**src/rtl/veer_types.sv**
```systemverilog
// Shared types for the decode-side instruction FIFO sequencer.
package veer_types;

  typedef enum logic [1:0] {
    IB_BYPASS,
    IB_DRAIN,
    IB_FLUSH
  } ib_fifo_state_e;

  localparam int IB_FIFO_DEPTH = 8;

  function automatic logic [3:0] ib_valid_therm(input int unsigned n);
    if (n >= 4) return 4'b1111;
    if (n == 3) return 4'b0111;
    if (n == 2) return 4'b0011;
    if (n == 1) return 4'b0001;
    return 4'b0000;
  endfunction

endpackage

```
**src/rtl/dec_ib_ptr.sv**
```systemverilog
// Modulo pointer for the ib FIFO: advances by 0/1/2, wraps naturally.
module dec_ib_ptr #(
  parameter int PTR_W = 3
) (
  input  logic             clk,
  input  logic             rst_l,
  input  logic             clr,
  input  logic [1:0]       inc,
  output logic [PTR_W-1:0] ptr
);

  always_ff @(posedge clk or negedge rst_l) begin
    if (!rst_l) begin
      ptr <= '0;
    end else if (clr) begin
      ptr <= '0;
    end else begin
      ptr <= ptr + PTR_W'(inc);
    end
  end

endmodule

```
**src/rtl/dec_ib_fifo_ctl.sv**
```systemverilog
// Bypass/queue sequencer for the decode instruction FIFO beside the ib buffer.
module dec_ib_fifo_ctl
  import veer_types::*;
#(
  parameter int DEPTH = IB_FIFO_DEPTH,
  parameter int PTR_W = $clog2(DEPTH)
) (
  input  logic             clk,
  input  logic             rst_l,
  input  logic             exu_flush_final,
  input  logic             ifu_i0_valid,
  input  logic             ifu_i1_valid,
  input  logic             dec_stall_d,
  input  logic             dec_i0_decode_d,
  input  logic             dec_i1_decode_d,
  output logic [1:0]       fifo_wr_en,
  output logic [PTR_W-1:0] fifo_wr_ptr,
  output logic [PTR_W-1:0] fifo_rd_ptr,
  output logic             i0_rd_enable_next,
  output logic [3:0]       dec_ib_valid_fifo,
  output logic [PTR_W:0]   fifo_count,
  output logic             ifu_ib_stall,
  output logic             fifo_overflow
);

  localparam logic [PTR_W:0] FULL     = (PTR_W+1)'(DEPTH);
  localparam logic [PTR_W:0] STALL_AT = (PTR_W+1)'(DEPTH - 1);

  ib_fifo_state_e state;
  ib_fifo_state_e state_nxt;

  logic [1:0]     push_n;
  logic [1:0]     pop_req;
  logic [1:0]     pop_n;
  logic [1:0]     acc_n;
  logic [PTR_W:0] room;
  logic [PTR_W:0] count_nxt;
  logic           to_fifo;
  logic           drop;

  assign push_n  = {1'b0, ifu_i0_valid}
                 + {1'b0, ifu_i0_valid & ifu_i1_valid};
  assign pop_req = {1'b0, dec_i0_decode_d}
                 + {1'b0, dec_i0_decode_d & dec_i1_decode_d};

  always_comb begin
    state_nxt = state;
    to_fifo   = 1'b0;
    pop_n     = 2'd0;
    unique case (state)
      IB_BYPASS: begin
        to_fifo = dec_stall_d && (push_n != 2'd0);
        if (to_fifo) state_nxt = IB_DRAIN;
      end
      IB_DRAIN: begin
        to_fifo = 1'b1;
        pop_n   = ((PTR_W+1)'(pop_req) > fifo_count)
                ? fifo_count[1:0] : pop_req;
      end
      default: state_nxt = IB_BYPASS;
    endcase
    if (exu_flush_final || !rst_l) begin
      to_fifo = 1'b0;
      pop_n   = 2'd0;
    end
    // slots popped this cycle are reusable by this cycle's push
    room  = FULL - fifo_count + (PTR_W+1)'(pop_n);
    acc_n = 2'd0;
    if (to_fifo) begin
      acc_n = (room >= (PTR_W+1)'(push_n)) ? push_n : room[1:0];
    end
    drop      = to_fifo && (acc_n != push_n);
    count_nxt = fifo_count + (PTR_W+1)'(acc_n) - (PTR_W+1)'(pop_n);
    if (state == IB_DRAIN && count_nxt == '0) state_nxt = IB_BYPASS;
    if (exu_flush_final) begin
      state_nxt = IB_FLUSH;
      count_nxt = '0;
    end
  end

  assign fifo_wr_en = {acc_n == 2'd2, acc_n != 2'd0};

  dec_ib_ptr #(.PTR_W(PTR_W)) u_wr_ptr (
    .clk   (clk),
    .rst_l (rst_l),
    .clr   (exu_flush_final),
    .inc   (acc_n),
    .ptr   (fifo_wr_ptr)
  );

  dec_ib_ptr #(.PTR_W(PTR_W)) u_rd_ptr (
    .clk   (clk),
    .rst_l (rst_l),
    .clr   (exu_flush_final),
    .inc   (pop_n),
    .ptr   (fifo_rd_ptr)
  );

  always_ff @(posedge clk or negedge rst_l) begin
    if (!rst_l) begin
      state             <= IB_BYPASS;
      fifo_count        <= '0;
      i0_rd_enable_next <= 1'b0;
      dec_ib_valid_fifo <= 4'b0000;
      ifu_ib_stall      <= 1'b0;
      fifo_overflow     <= 1'b0;
    end else begin
      state             <= state_nxt;
      fifo_count        <= count_nxt;
      i0_rd_enable_next <= (state_nxt == IB_DRAIN);
      dec_ib_valid_fifo <= ib_valid_therm(32'(count_nxt));
      ifu_ib_stall      <= (count_nxt >= STALL_AT);
      fifo_overflow     <= !exu_flush_final && (fifo_overflow || drop);
    end
  end

endmodule

```
**config.mk**
```make
export PLATFORM = sky130hd
export DESIGN_NAME = dec_ib_fifo_ctl
export DESIGN_NICKNAME = d
export VERILOG_FILES = /design/src/rtl/veer_types.sv /design/src/rtl/dec_ib_ptr.sv /design/src/rtl/dec_ib_fifo_ctl.sv
export SDC_FILE = /design/constraint.sdc
export NUM_CORES = 1
export LEC_CHECK = 0
export CAP_MARGIN = 20
export CORE_ASPECT_RATIO = 2
export CORE_UTILIZATION = 45
export DETAILED_ROUTE_END_ITERATION = 8
export PLACE_DENSITY = 0.69
export SLEW_MARGIN = 30
export SYNTH_ARGS = -nofsm -noshare
export SYNTH_HDL_FRONTEND = slang
export SYNTH_SLANG_ARGS = --single-unit
export TNS_END_PERCENT = 30
```
**constraint.sdc**
```tcl
create_clock -name clk -period 15.23 [get_ports clk]
set_clock_uncertainty 0.2 [all_clocks]
set_input_delay 1.523 -clock clk [delete_from_list [all_inputs] [get_ports clk]]
set_output_delay 1.523 -clock clk [all_outputs]
set_load 0.05 [all_outputs]
```
# Yosys cells after proc, flatten, opt, wreduce, memory -nomap -nowiden
# Cells that the tools add are included.
[word_totals] reg_bits=19 out_inout_bits=19 elab_cells=73
[classes] add_sub_neg=8 n_lt_le_gt_ge=4 n_eq_ne=7 mux=32 bitwise_logic=2 n_reduce_logical=12
[op_table] op="4-bit two-way mux" count=9
[op_table] op="2-bit two-way mux" count=8
[op_table] op="1-bit two-way mux" count=11
[op_table] op="4-bit by 2-bit adder with 4-bit output" count=2
[op_table] op="4-bit by 2-bit == test with 1-bit output, second input constant" count=2
[op_table] op="4-bit by 3-bit >= comparator with 1-bit output, second input constant" count=2
[op_table] op="3-bit by 2-bit adder with 3-bit output" count=2
[op_table] op="3-bit two-way mux" count=2
[op_table] op="1-bit by 1-bit adder with 2-bit output" count=2
[op_table] op="2-bit by 1-bit == test with 1-bit output, second input constant" count=2
[op_table] op="4-bit by 1-bit == test with 1-bit output, second input constant" count=1
[op_table] op="4-bit by 2-bit >= comparator with 1-bit output" count=1
[op_table] op="2-bit by 4-bit greater-than comparator with 1-bit output" count=1
[op_table] op="1-bit logical AND" count=4
[op_table] op="4-bit logical NOT" count=1
[op_table] op="2-bit one-hot mux with 2 select lines" count=1
[op_table] op="2-bit nonzero test" count=2
[op_table] op="4-bit by 2-bit subtractor with 4-bit output" count=1
[op_table] op="4-bit subtractor, first input constant" count=1
[op_table] op="1-bit AND" count=2
[op_table] op="2-bit == test, second input constant" count=1
[op_table] op="1-bit logical NOT" count=2
[op_table] op="2-bit logical NOT" count=1
[op_table] op="1-bit logical OR" count=2
[op_table] op="other kinds (2)" count=2

# Depth between registers and ports, before layout
# Gate-level depths: netlist of the first run.
[depth] ltp_word=25 depth_mapped=24 mapped_depth_nobuf=24

# By module
# From an unflattened synthesis of the first run, not the netlist that was laid out.
[hier_totals] hier_cells=129 hier_area_um2=1260.0
[modules_own_cells] module="dec_ib_fifo_ctl" instances=1 cells_each=105 area_per_inst_um2=977.2 seq_area_each_um2=325.3
[modules_own_cells] module="dec_ib_ptr" instances=2 cells_each=12 area_per_inst_um2=141.4 seq_area_each_um2=75.1

# Worst setup path after synthesis of the first run
# Ideal clock, no wire load.
[synth_timing] path_type="input-to-output" start="in dec_i0_decode_d" end="out fifo_wr_en[1]" arrival_time_ns=5.204 t_required_ns=13.507 path_slack_ns=8.303 stages=15 path_buffers=0 cell_sequence="and2_1 > ha_1 > nor2b_2 > o211ai_1 > mux2_1 > or2_1 > ha_1 > inv_1 > ha_1 > ha_1 > a2111oi_0 > a31oi_1 > nand2_4 > a31oi_1 > nor2_1"
[synth_via] elab_chain_len=11
[synth_lines] element="start, declared" line_no="dec_ib_fifo_ctl.sv:14" rtl="input logic dec_i0_decode_d,"
[synth_lines] element="1-bit AND" line_no="dec_ib_fifo_ctl.sv:44" rtl="+ {1'b0, dec_i0_decode_d & dec_i1_decode_d};"
[synth_lines] element="1-bit by 1-bit adder with 2-bit output (*)" line_no="dec_ib_fifo_ctl.sv:44"
[synth_lines] element="2-bit by 4-bit greater-than comparator with 1-bit output" line_no="dec_ib_fifo_ctl.sv:57" rtl="pop_n = ((PTR_W+1)'(pop_req) > fifo_count)"
[synth_lines] element="2-bit two-way mux (*)" line_no="dec_ib_fifo_ctl.sv:58" rtl="? fifo_count[1:0] : pop_req;"
[synth_lines] element="2-bit two-way mux (*)" line_no="dec_ib_fifo_ctl.sv:50" rtl="unique case (state)"
[synth_lines] element="2-bit two-way mux (*)" line_no="dec_ib_fifo_ctl.sv:62" rtl="if (exu_flush_final || !rst_l) begin"
[synth_lines] element="4-bit by 2-bit adder with 4-bit output (*)" line_no="dec_ib_fifo_ctl.sv:67" rtl="room = FULL - fifo_count + (PTR_W+1)'(pop_n);"
[synth_lines] element="4-bit by 2-bit >= comparator with 1-bit output" line_no="dec_ib_fifo_ctl.sv:70" rtl="acc_n = (room >= (PTR_W+1)'(push_n)) ? push_n : room[1:0];"
[synth_lines] element="2-bit two-way mux (*)" line_no="dec_ib_fifo_ctl.sv:70"
[synth_lines] element="2-bit two-way mux (*)" line_no="dec_ib_fifo_ctl.sv:69" rtl="if (to_fifo) begin"
[synth_lines] element="2-bit == test (*)" line_no="dec_ib_fifo_ctl.sv:81" rtl="assign fifo_wr_en = {acc_n == 2'd2, acc_n != 2'd0};"
[synth_lines] element="end, declared" line_no="dec_ib_fifo_ctl.sv:16" rtl="output logic [1:0] fifo_wr_en,"
# Every way passes the cells marked *; elsewhere a longest branch is shown, timed or not.

# Worst setup path in the final report of the first run
# Same ends and word-level chain as after synthesis.

==> metrics.cfg, run 1 <==
[place]
dp_hpwl_um = 2117
place.port_buffers = 26
finalWeightedCongestion = 0.7956
worst_setup_timing_slack_at_the_placement_stage_ns = 7.148

[die]
rows = 27
start_util_pct = 46.68
die_w_um = 39.68
die_y_um = 77.35
io_pins = 27
fp.coreArea_mm2 = 0.002736
die_area_mm2 = 0.003069

[run]
maxCapViolCount = 0

[setup_path]
r2r_slack_ns = 8.97
timing.reg2reg.worst_path_depth = 22
crit_fanout = 8
timing.critical_path.from_type = primary input
critical_path.reg2reg.startpoint = fifo_count[1]$_DFF_PN0_
data_arrival_time_of_the_worst_path_ns = 6.32
regToRegEndpoint = dec_ib_valid_fifo[0]$_DFF_PN0_
path_class = in -> out
worst-endpoint-required_ns = 13.51
endpoint_kind = output pin

[global_route]
first_global_vias = 1008
grt_remaining_overflow = 0
grt_antenna_before_repair = 0
grt_first_pass_wirelength_um = 4146
grt_start_max_net_pins = 23
grt_util_all_layers_pct = 19.24

[pwr]
vdd_drop_max_mv = 0.07864
leakage_nw = 0.7399
cell_internal_pwr_mw = 0.08816
portion_of_total_power_attributed_to_combinational_logic_pct = 31.5
power_switching_mw = 0.04448
post-layout-total-power_mw = 0.1326
sequentialPowerShare_pct = 42.7
clock_power_share_pct = 25.8
power.density_mw_per_mm2 = 82.56
p_sw_share_pct = 33.53

[clock_tree]
cts-resized-gates = 0
cts-buffers-inserted = 3
worstSkewPairLatency_ns = 0.25
clock_tree.root_cell = clkbuf_8
ctsHtreeMaxLevel = 1
holdBufCountCts = 0
clkSlewWorstSetupHoldPaths_ns = 0.07
numClockSinks = 19
clock_tree_from_tritoncts = built
postCtsSetupBuffers = 0
cts-root-to-sink-buffers = 2

[hold_path]
hold_class = reg -> reg
holdPathEnd = fifo_overflow$_DFF_PN0_
worstHoldStart = fifo_overflow$_DFF_PN0_
hold_depth = 2

[yosys]
synthesis.area_mm2 = 0.001277
synth.distinct_cells = 38
synth_edf_count = 0
synth_area_per_cell_um2 = 9.980
post_synthesis_net_count = 154
ys_async_sr_fraction_pct = 100.0
ys_seq_elements = 19
yosys_most_used_dff = dfrtp_1
yosysWarningCount = 0
synth.yosys.seq_area_share_pct = 37.22
synthesis.instances = 128

[cells_and_area]
finalNetCount = 183
antenna_cells_inserted = 0
area_delta_synth_final_pct = 25.76
layout.core_utilization_pct = 58.71
most-common-layout-cells = 25 x clkdlybuf4s50_1, 19 x dfrtp_1, 16 x ha_1, 13 x inv_1
final_common_cell = clkdlybuf4s50_1
layout-drive-gt1-share_pct = 5.128

[timing]
finalHoldViolations = 0
grt_setup_unrepaired = no
final.setup.worst_slack_ns = 7.192
slew_headroom_pct = 62.30
fmaxAchievable_mhz = 124.4
tns_ns = 0
hold_slack_ns = 0.3182
layout_min_cycle_time_ns = 8.038
worst_slew_pin_slew_ns = 0.5637
timing.final.max_slew_violations = 0
final.period_utilization_pct = 52.78
count_of_final_setup_violators = 0

[detailed_routing]
route.final.wire_length_um = 2625
final_antenna_net_count = 0
routedWlPerCell_um = 14.19
drc = 0
detailedRoute.firstPassIterationCount = 3
routed-via-count = 1019
detail_route.iter0.violations = 18
post_drt_via_cell_ratio = 5.508

[outcome]
run_status = completed

metal layers:
metal	wire (um)	vias to the layer above	GRT usage, %	part of all wire (%)
met4	53	0	9.310	2.0
met1	1046	497	20.00	40
met2	1463	14	34.10	56
li1	-	503	-	-
met3	61	5	2.857	2.3
met5	0	-	0	0
layout make-up:
class	count	area (um^2)
fill	243	1130
multi-input combinational	93	742.0
sequential	19	475.5
timing repair buffer	26	255.2
inverter	14	52.55
clock buffer	4	45.04
tap	29	36.28
per-stage QoR:
step	cell area [um^2]	std cells
4_1_cts	1612	185
3_3_place_gp	1567	181
5_1_grt	1607	185
6_report	1607	185
3_5_place_dp	1567	181
2_1_floorplan	1277	128
Yosys cell counts (all sizes together) (3+ instances only):
cell type | n | share of area, %
nor2b | 8 | 4.1
nand2 | 7 | 2.6
nor2 | 8 | 2.5
mux2i | 4 | 3.1
nand2b | 4 | 2.0
a21oi | 5 | 2.0
nand3 | 3 | 1.2
dfrtp | 19 | 37
nor3 | 4 | 2.0
xor2 | 3 | 2.1
ha | 16 | 16
inv | 13 | 3.8
a31oi | 4 | 2.0
state kept, by name, indices dropped and copies added, names as in the netlist:
name and count:
i0_rd_enable_next 1, fifo_count 4, fifo_overflow 1, state 2, ifu_ib_stall 1, dec_ib_valid_fifo 4, u_rd_ptr.ptr 3, u_wr_ptr.ptr 3
kinds of logic (layout without fill, tap and decap cells):
kind of cell	count (synthesis)	after routing	synth area share [%]
fa+ha+maj	18	18	18.81
buf+inv	16	44	4.701
flops	19	19	37.22
simple gates	44	44	20.37
mux	5	5	4.016
compound gates	21	21	11.46
xor+xnor	5	5	3.429
worst max-delay path: stages:
cell             delay, ns
clkdlybuf4s50_1       0.47
and2_1                0.18
ha_1                  0.25
nor2b_2               0.15
o211ai_1              0.37
mux2i_1               0.13
nor2_1                0.25
inv_1                 0.13
ha_1                  0.34
ha_1                  0.40
ha_1                  0.36
a2111oi_0             0.45
a31oi_1               0.13
nand2_4               0.17
a31oi_1               0.10
nor2_1                0.10
clkdlybuf4s50_1       0.81
power groups by stage:
stage | Sequential, mW | Clock [mW] | Combinational, mW
after floorplan | 0.0711 | 0 | 0.0139
after global placement | 0.0574 | 0 | 0.0415
after detailed placement | 0.0576 | 0 | 0.0423
after CTS | 0.0566 | 0.0352 | 0.0424
after global routing | 0.0570 | 0.0379 | 0.0448
final | 0.0566 | 0.0342 | 0.0418
worst max path at each step:
stage                          startpoint            end  slack, ns  depth (start not counted)
after floorplan           dec_i0_decode_d  fifo_wr_en[1]       8.30                         15
after global placement    dec_i0_decode_d  fifo_wr_en[1]       7.29                         17
after detailed placement  dec_i0_decode_d  fifo_wr_en[1]       7.15                         17
after CTS                 dec_i0_decode_d  fifo_wr_en[1]       7.14                         17
after global routing      dec_i0_decode_d  fifo_wr_en[1]       6.91                         17
final                     dec_i0_decode_d  fifo_wr_en[1]       7.19                         17
(Power assumes the default switching activity.)
==> run 2: changes to the inputs <==
clock period = 7.8 ns   (was 15.23 ns; I/O delays follow)
==> run 2 against run 1 <==
Wire length decreased by 1.9%; total power increased by 95%; largest cell class unchanged; largest power group unchanged; hold slack improved by 0.0055 ns.
==> metrics.cfg, run 2 (same netlist as run 1, synthesis figures left out) <==
[pwr]
power.density_mw_per_mm2 = 159.5  ; +93%
vdd_drop_max_mv = 0.1595  ; +100%
leakage_nw = 0.7474  ; +1.0%

[clock_tree]
postCtsSetupBuffers = 0  ; unchanged
holdBufCountCts = 0  ; unchanged
cts-buffers-inserted = 3  ; unchanged
cts-resized-gates = 0  ; unchanged
cts-root-to-sink-buffers = 2  ; unchanged
worstSkewPairLatency_ns = 0.25  ; about the same
clock_tree.root_cell = clkbuf_8
clkSlewWorstSetupHoldPaths_ns = 0.07  ; about the same
ctsHtreeMaxLevel = 1  ; unchanged
numClockSinks = 19  ; unchanged
clock_tree_from_tritoncts = built

[setup_path]
regToRegEndpoint = dec_ib_valid_fifo[0]$_DFF_PN0_
critical_path.reg2reg.startpoint = fifo_count[1]$_DFF_PN0_
endpoint_kind = flop
r2r_slack_ns = 1.61  ; -7.36 ns
timing.critical_path.from_type = primary input
critical_path.endpoint = dec_ib_valid_fifo[0]$_DFF_PN0_
path_class = in -> reg
timing.reg2reg.worst_path_depth = 22  ; unchanged
worst-endpoint-required_ns = 7.73  ; -5.78 ns
cp-startpoint = dec_i0_decode_d
data_arrival_time_of_the_worst_path_ns = 6.72  ; +0.40 ns
crit_fanout = 8  ; unchanged

[timing]
timing.final.max_slew_violations = 0  ; unchanged
finalHoldViolations = 0  ; unchanged
slew_headroom_pct = 63.56  ; +1.3 points
count_of_final_setup_violators = 0  ; unchanged
grt_setup_unrepaired = no
layout_min_cycle_time_ns = 6.784
fmaxAchievable_mhz = 147.4
worst_slew_pin_slew_ns = 0.5448  ; -0.01890 ns
tns_ns = 0  ; unchanged
final.period_utilization_pct = 86.98

[die]
fp.coreArea_mm2 = 0.002736  ; unchanged
die_y_um = 77.35  ; unchanged
die_w_um = 39.68  ; unchanged
start_util_pct = 46.68  ; unchanged
io_pins = 27  ; unchanged
die_area_mm2 = 0.003069  ; unchanged
rows = 27  ; unchanged

[place]
finalWeightedCongestion = 0.8049  ; +1.2%
dp_hpwl_um = 2077  ; -1.9%
place.port_buffers = 26  ; unchanged
dpl-instance-area_mm2 = 0.001574  ; +0.48%

[detailed_routing]
final_antenna_net_count = 0  ; unchanged
drc = 0  ; unchanged
detailedRoute.firstPassIterationCount = 4  ; +1
post_drt_via_cell_ratio = 5.317  ; -3.5%
routedWlPerCell_um = 13.85  ; -2.4%
routed-via-count = 989  ; -2.9%
detail_route.iter0.violations = 8  ; -10
route.final.wire_length_um = 2576  ; -1.9%

[cells_and_area]
final_common_cell = clkdlybuf4s50_1
finalNetCount = 184  ; +0.55%
layout-drive-gt1-share_pct = 5.732  ; +0.60 points
antenna_cells_inserted = 0  ; unchanged
area_delta_synth_final_pct = 26.84
reg_top3 = dec_ib_valid_fifo (4), fifo_count (4)
most-common-layout-cells = 26 x clkdlybuf4s50_1, 19 x dfrtp_1, 16 x ha_1, 13 x inv_1
fin_area_mm2 = 0.001620  ; +0.86%

[global_route]
grt_start_max_net_pins = 23  ; unchanged
grt_util_all_layers_pct = 19.57  ; +0.33 points
grt_antenna_before_repair = 0  ; unchanged
grt_first_pass_wirelength_um = 4305  ; +3.8%
first_global_vias = 1033  ; +2.5%
grt_remaining_overflow = 0  ; unchanged

[outcome]
run_status = completed

[run]
maxCapViolCount = 0  ; unchanged

[hold_path]
hold_class = reg -> reg

[run 2: how the worst min path moves through the flow]
stage                                          end  depth (start not counted)  slack, ns               startpoint
CTS                        fifo_overflow$_DFF_PN0_                          2       0.33  fifo_overflow$_DFF_PN0_
finish                     fifo_overflow$_DFF_PN0_                          2       0.32  fifo_overflow$_DFF_PN0_
global placement           fifo_overflow$_DFF_PN0_                          2       0.31  fifo_overflow$_DFF_PN0_
floorplan           dec_ib_valid_fifo[0]$_DFF_PN0_                          0       0.28                    rst_l
global route               fifo_overflow$_DFF_PN0_                          2       0.34  fifo_overflow$_DFF_PN0_
detailed placement         fifo_overflow$_DFF_PN0_                          2       0.32  fifo_overflow$_DFF_PN0_
[run 2: layout make-up]
class	instances	area, um^2
clock inverters	1	5.005
flip-flops and latches	19	475.5
clock buffers	3	41.29
well taps	29	36.28
repair buffers	27	267.8
multi-input cells	93	742.0
inverters	14	52.55
fillers	251	1116
[run 2: metal layers]
| metal | share of wire (%) | routed length (um) | vias to the layer above | global-route usage [%] |
|---|---|---|---|---|
| met4 | 0.66 | 17 | 0 | 7.241 |
| li1 | - | - | 504 | - |
| met5 | 0 | 0 | - | 0 |
| met1 | 39 | 1002 | 472 | 21.35 |
| met3 | 1.4 | 36 | 2 | 2.000 |
| met2 | 59 | 1520 | 11 | 35.41 |
[run 2: per-stage QoR]
| stage | hold WS [ns] | util, % | setup slack, ns | power (mW) | std cells |
|---|---|---|---|---|---|
| finish | 0.3237 | 59.21 | 1.016 | 0.2585 | 186 |
| floorplan | 0.2844 | - | 1.736 | 0.1660 | 128 |
| global placement | 0.3065 | 57.52 | 0.8807 | 0.1935 | 182 |
| CTS | 0.3310 | 59.21 | 0.9776 | 0.2624 | 186 |
| global route | 0.3445 | 59.21 | 0.4220 | 0.2722 | 186 |
| detailed placement | 0.3244 | 57.52 | 0.7203 | 0.1947 | 182 |
[run 2: report_power, final]
part / switching, mW / leakage (nW) / internal (mW) / total, mW
registers: 0.00389 / 0.259 / 0.106 / 0.110
logic: 0.0522 / 0.463 / 0.0302 / 0.0824
clock network: 0.0303 / 0.0255 / 0.0354 / 0.0658
total: 0.0865 / 0.747 / 0.172 / 0.258
[run 2: worst max-delay path: stages]
cell and delay (ns):
clkdlybuf4s50_1 0.47, and2_1 0.18, ha_1 0.26, nor2b_2 0.15
o211ai_1 0.36, mux2i_1 0.13, nor2_1 0.24, inv_1 0.13
ha_1 0.33, ha_1 0.41, ha_1 0.36, a2111oi_0 0.38
a31oi_1 0.19, nand2_4 0.17, mux2i_1 0.23, nor2_2 0.07
fa_1 0.49, ha_1 0.31, a21o_1 0.15, a21oi_1 0.16
xnor2_1 0.24, a21oi_1 0.18, or3_1 0.33
